**src/rtl/fetch_stage_ctrl_pkg.sv**
```systemverilog
// Shared definitions for the fetch stage: PC width, bubble default, FSM states.
package fetch_stage_ctrl_pkg;

    localparam int unsigned PC_W = 32;

    localparam logic [PC_W-1:0] NOP_DEFAULT = 32'h0000_0000;

    typedef enum logic [1:0] {
        ST_WAIT  = 2'd0,  // request outstanding, response is used
        ST_HOLD  = 2'd1,  // decode stalled, fetched word parked in hold buffer
        ST_DRAIN = 2'd2   // request outstanding, response is discarded
    } fetch_state_t;

endpackage

```
**src/rtl/fetch_stage_ctrl_hold_buffer.sv**
```systemverilog
// One-entry hold buffer parking a fetched word while decode is stalled.
module fetch_stage_ctrl_hold_buffer
    import fetch_stage_ctrl_pkg::*;
(
    input  logic            clk,
    input  logic            reset,
    input  logic            load,
    input  logic            clear,
    input  logic [PC_W-1:0] instr_in,
    input  logic [PC_W-1:0] pc_plus_4_in,
    output logic [PC_W-1:0] instr,
    output logic [PC_W-1:0] pc_plus_4,
    output logic            full
);

    // Buffer register: clear wins over load.
    always_ff @(posedge clk or posedge reset) begin
        if (reset) begin
            instr     <= '0;
            pc_plus_4 <= '0;
            full      <= 1'b0;
        end else if (clear) begin
            instr     <= '0;
            pc_plus_4 <= '0;
            full      <= 1'b0;
        end else if (load) begin
            instr     <= instr_in;
            pc_plus_4 <= pc_plus_4_in;
            full      <= 1'b1;
        end
    end

endmodule

```
**src/rtl/fetch_stage_ctrl.sv**
```systemverilog
// Fetch stage: owns the PC, runs a single-outstanding imem handshake and
// delivers registered instructions to decode with stall and redirect support.
module fetch_stage_ctrl
    import fetch_stage_ctrl_pkg::*;
#(
    parameter logic [PC_W-1:0] RESET_PC  = 32'h0000_0000,
    parameter logic [PC_W-1:0] NOP_INSTR = NOP_DEFAULT
) (
    input  logic            clk,
    input  logic            reset,
    input  logic            stall,
    input  logic            redirect,
    input  logic [PC_W-1:0] redirect_pc,
    output logic            imem_req,
    output logic [PC_W-1:0] imem_addr,
    input  logic [PC_W-1:0] imem_rdata,
    input  logic            imem_rvalid,
    output logic [PC_W-1:0] pc_plus_4_out,
    output logic [PC_W-1:0] instruction_out,
    output logic            valid_out
);

    fetch_state_t    state, state_next;
    logic [PC_W-1:0] pc;
    logic [PC_W-1:0] fetch_addr;
    logic [PC_W-1:0] fetch_addr_p4;
    logic [PC_W-1:0] buf_instr;
    logic [PC_W-1:0] buf_pc_plus_4;
    logic            buf_full;
    logic            buf_load;
    logic            buf_clear;

    assign fetch_addr_p4 = fetch_addr + 32'd4;

    assign buf_load  = (state == ST_WAIT) && imem_rvalid && stall && !redirect;
    assign buf_clear = redirect || ((state == ST_HOLD) && !stall);

    fetch_stage_ctrl_hold_buffer u_hold (
        .clk          (clk),
        .reset        (reset),
        .load         (buf_load),
        .clear        (buf_clear),
        .instr_in     (imem_rdata),
        .pc_plus_4_in (fetch_addr_p4),
        .instr        (buf_instr),
        .pc_plus_4    (buf_pc_plus_4),
        .full         (buf_full)
    );

    // State register.
    always_ff @(posedge clk or posedge reset) begin
        if (reset) state <= ST_WAIT;
        else       state <= state_next;
    end

    // Next-state logic; redirect takes priority over stall and rvalid.
    always_comb begin
        state_next = state;
        unique case (state)
            ST_WAIT: begin
                if (redirect)                 state_next = imem_rvalid ? ST_WAIT : ST_DRAIN;
                else if (imem_rvalid && stall) state_next = ST_HOLD;
            end
            ST_HOLD: begin
                if (redirect || !stall) state_next = ST_WAIT;
            end
            ST_DRAIN: begin
                // A redirect without the response just retargets pc; the
                // outstanding request still has to be drained.
                if (imem_rvalid) state_next = ST_WAIT;
            end
            default: state_next = ST_WAIT;
        endcase
    end

    // Memory-side outputs; request is suppressed while reset is applied.
    always_comb begin
        imem_req  = (state != ST_HOLD) && !reset;
        imem_addr = fetch_addr;
    end

    // PC, fetch address and decode-side output registers.
    always_ff @(posedge clk or posedge reset) begin
        if (reset) begin
            pc              <= RESET_PC;
            fetch_addr      <= RESET_PC;
            pc_plus_4_out   <= '0;
            instruction_out <= NOP_INSTR;
            valid_out       <= 1'b0;
        end else if (redirect) begin
            pc_plus_4_out   <= '0;
            instruction_out <= NOP_INSTR;
            valid_out       <= 1'b0;
            pc              <= redirect_pc;
            // Keep the old address while a request is still in flight so
            // the response can be drained against a stable imem_addr.
            if ((state == ST_HOLD) || imem_rvalid)
                fetch_addr <= redirect_pc;
        end else begin
            unique case (state)
                ST_WAIT: begin
                    if (imem_rvalid && !stall) begin
                        instruction_out <= imem_rdata;
                        pc_plus_4_out   <= fetch_addr_p4;
                        valid_out       <= 1'b1;
                        pc              <= fetch_addr_p4;
                        fetch_addr      <= fetch_addr_p4;
                    end else if (!imem_rvalid && !stall) begin
                        instruction_out <= NOP_INSTR;
                        valid_out       <= 1'b0;
                    end
                end
                ST_HOLD: begin
                    if (!stall) begin
                        instruction_out <= buf_instr;
                        pc_plus_4_out   <= buf_pc_plus_4;
                        valid_out       <= buf_full;
                        pc              <= buf_pc_plus_4;
                        fetch_addr      <= buf_pc_plus_4;
                    end
                end
                ST_DRAIN: begin
                    if (imem_rvalid) fetch_addr <= pc;
                end
                default: ;
            endcase
        end
    end

endmodule

```
**config.mk**
```make
export PLATFORM = sky130hd
export DESIGN_NAME = fetch_stage_ctrl
export DESIGN_NICKNAME = d
export VERILOG_FILES = /design/src/rtl/fetch_stage_ctrl_pkg.sv /design/src/rtl/fetch_stage_ctrl_hold_buffer.sv /design/src/rtl/fetch_stage_ctrl.sv
export SDC_FILE = /design/constraint.sdc
export NUM_CORES = 1
export LEC_CHECK = 0
export ABC_AREA = 1
export CORE_ASPECT_RATIO = 1.4
export CORE_MARGIN = 2
export CORE_UTILIZATION = 55
export DETAILED_ROUTE_END_ITERATION = 10
export DONT_BUFFER_PORTS = 1
export PLACE_DENSITY = 0.7
export SETUP_SLACK_MARGIN = 0.2
export SLEW_MARGIN = 10
export SYNTH_ARGS = -nofsm -noshare
export SYNTH_HDL_FRONTEND = slang
export SYNTH_SLANG_ARGS = --single-unit
```
**constraint.sdc**
```tcl
create_clock -name clk -period 12.3 [get_ports clk]
set_input_delay 1.23 -clock clk [delete_from_list [all_inputs] [get_ports clk]]
set_output_delay 1.23 -clock clk [all_outputs]
set_load 0.02 [all_outputs]
```
==> flow_summary.ini <==
[detailed_routing]
wl_per_cell_um = 17.9
viasPerCell = 5.70
post-route-drc-count = 0
drtPass1Iterations = 5
routed_wl_mm = 26.7
antenna_left = 0
drtIter0Drc = 649
via_count = 8535

[global_routing]
antenna_found_initial = 0
grt_max_degree = 148
grt_pass1_wl_mm = 43.3
gr-usage-met3_pct = 7.32
use_met2_pct = 49.8
grt-busiest-layer = met2
groute.usage.overall_pct = 27.8
grt_util_met1_pct = 32.5
grt_pass1_vias = 8497
grt-ovfl-total = 0

[power]
p_per_area_mw_per_mm2 = 255
p_sw_w = 0.00124
pwr-share-seq_pct = 43.3
ir_drop_mv = 0.123
leakagePower_nw = 5.16
p_clk_share_pct = 21.1
p_int_w = 0.00150
pwr-share-comb_pct = 35.7
swShare_pct = 45.4

[sta]
fin_crit_sh_pct = 27.3
slew_viol_final = 0
fin_setup_tns_ns = 0
rsz0062_at_grt = false
fin_crit_ns = 3.36
fmaxAchievable_mhz = 298
setup_viol = 0
max_slew_margin_pct = 17.0
tightestPinTransition_ns = 1.24
fin_skew_ns = 0.00920
hold_viol = 0

[setup_path]
start_kind = register
cp_max_fo = 40
critPathKind = reg -> out
critPathArrivalTime_ns = 2.13
cp.required_ns = 11.07
endpoint_kind = output pin

[min_path]
hold_class = reg -> reg

[floorplan]
die_area_mm2 = 0.0195
rows = 58
die_y_um = 164
coreArea_mm2 = 0.0180
initial_utilization_pct = 56.2
dieWidth_um = 119
boundaryPins = 167

[finish]
drive_gt1_share_pct = 5.57
layout_common_cells = 361 x nand2_1, 196 x dfrtp_1, 158 x inv_1, 101 x nand3_1, 91 x nor2_1
final_area_mm2 = 0.0108
layout.cells.non_filler = 1497
fillers = 1695
layout.nets = 1320
n_antenna_cell = 0
mostFrequentLayoutCell = nand2_1
syn_to_final_growth_pct = 6.34

[synth]
ys_ff_latch = 196
syn-num-nets = 1363
synth_compound_area_share_pct = 15.6
netlist_area_mm2 = 0.0101
yosysWarnings = 0
synthSimpleGateAreaFrac_pct = 24.6
synthXorXnorAreaFrac_pct = 1.37
ys_types = 40
synth_top_family_by_area = simple AND/OR/NAND/NOR gates
synth-seq-area-share_pct = 48.5
netlist_instances = 1290
syn_avg_cell_area_um2 = 7.84
synth.area.mux_share_pct = 0
synth_fa_ha_area_share_pct = 0.495

[clock_tree]
clock_path_buffers = 2
root_buffer = clkbuf_16
cts_buffers = 17
clock_latency_ns = 0.44
postCtsSetupRepairBufs = 0
clock_sinks = 196
holdBufCountCts = 0
cts_tree = yes
ctsResizeCount = 0
clk_pin_slew_ns = 0.07
htree_levels = 4

[place]
place_inst = 1468
gp_congestion = 0.934
port_buffers = 0
post-dp-hpwl_mm = 17.3
place_area_mm2 = 0.0102

[outcome]
status = complete, no violations

[flow_run]
drv_cap = 0
[kinds of logic (layout without fill, tap and decap cells)]
kind of cell | Yosys count | after routing
adders and majority gates | 4 | 4
xor gates and xnor gates | 15 | 15
buffers and inverters | 236 | 203
and+or+nand+nor | 592 | 592
DFF | 196 | 196
AOI/OAI and AO/OA | 247 | 247
[stage by stage]
stage / setup slack [ns] / total power [W] / hold slack [ns] / util (%)
after global placement: 8.76 / 0.00215 / 0.462 / 56.5
after global routing: 8.83 / 0.00293 / 0.494 / 59.8
final: 8.94 / 0.00274 / 0.483 / 59.8
after CTS: 8.91 / 0.00275 / 0.483 / 59.8
after floorplan: 5.73 / 0.00192 / 0.449 / -
after detailed placement: 8.66 / 0.00217 / 0.465 / 56.5
[cell usage after synthesis, drive strengths merged]
library cell | count | area [um^2]
a2bb2oi | 13 | 114
xor2 | 9 | 86.3
o22ai | 70 | 438
o21ai | 64 | 332
clkbuf | 27 | 101
a21boi | 6 | 45.0
a21oi | 30 | 154
nor3 | 13 | 65.1
nand3b | 4 | 30.0
buf | 42 | 225
a22oi | 43 | 348
inv | 167 | 632
xnor2 | 6 | 52.6
dfrtp | 196 | 4900
nand2 | 366 | 1390
o21a | 11 | 82.6
nand4 | 1 | 6.26
a41oi | 1 | 8.76
o211ai | 2 | 15.0
nor2 | 104 | 468
a31oi | 6 | 37.5
nand3 | 101 | 505
ha | 4 | 50.1
and2 | 3 | 18.8
o21bai | 1 | 7.51
[flip-flops by register name, indices dropped and copies added (netlist names)]
register,flops
instruction_out,32
pc_plus_4_out,32
pc,32
state,2
u_hold.full,1
valid_out,1
u_hold.instr,32
imem_addr,32
u_hold.pc_plus_4,32
[worst max-delay path, cell delays in order, from the launching register on]
cell and delay [ns]:
dfrtp_1 0.39, inv_1 0.10, ha_2 0.46, buf_4 0.50, nor2_1 0.22
[worst paths after layout]
kind	slack (ns)	depth (start not counted)	startpoint	endpoint
min	0.48	2	pc[17]	pc[17]
max reg2reg	9.03	7	state[0]	u_hold.pc_plus_4[19]
min reg2reg	0.48	2	pc[17]	pc[17]
max in group asynchronous	10.09	2	reset	instruction_out[30]
max	8.94	4	state[1]	imem_req
min in group asynchronous	0.85	1	reset	instruction_out[7]
[power groups by stage]
stage	sequential, W	combinational, W	clock [W]
final	0.00119	0.000978	0.000578
after global placement	0.00119	0.000954	0
after detailed placement	0.00120	0.000976	0
after floorplan	0.00113	0.000793	0
after CTS	0.00119	0.000981	0.000584
after global routing	0.00121	0.00111	0.000610
[routing by layer]
layer,vias up,routed length [um]
met4,0,535
li1,4107,-
met3,36,2140
met5,-,0
met2,312,13800
met1,4080,10300
[final cells by class]
class / count / area, um^2 / share of cell area, %
inverter: 167 / 639 / 5.94
tap: 240 / 300 / 2.79
sequential: 196 / 4900 / 45.6
timing repair buffer: 7 / 52.6 / 0.488
clock inverter: 7 / 124 / 1.15
clock buffer: 22 / 474 / 4.41
multi-input combinational: 858 / 4270 / 39.6
(Power assumes the default switching activity.)
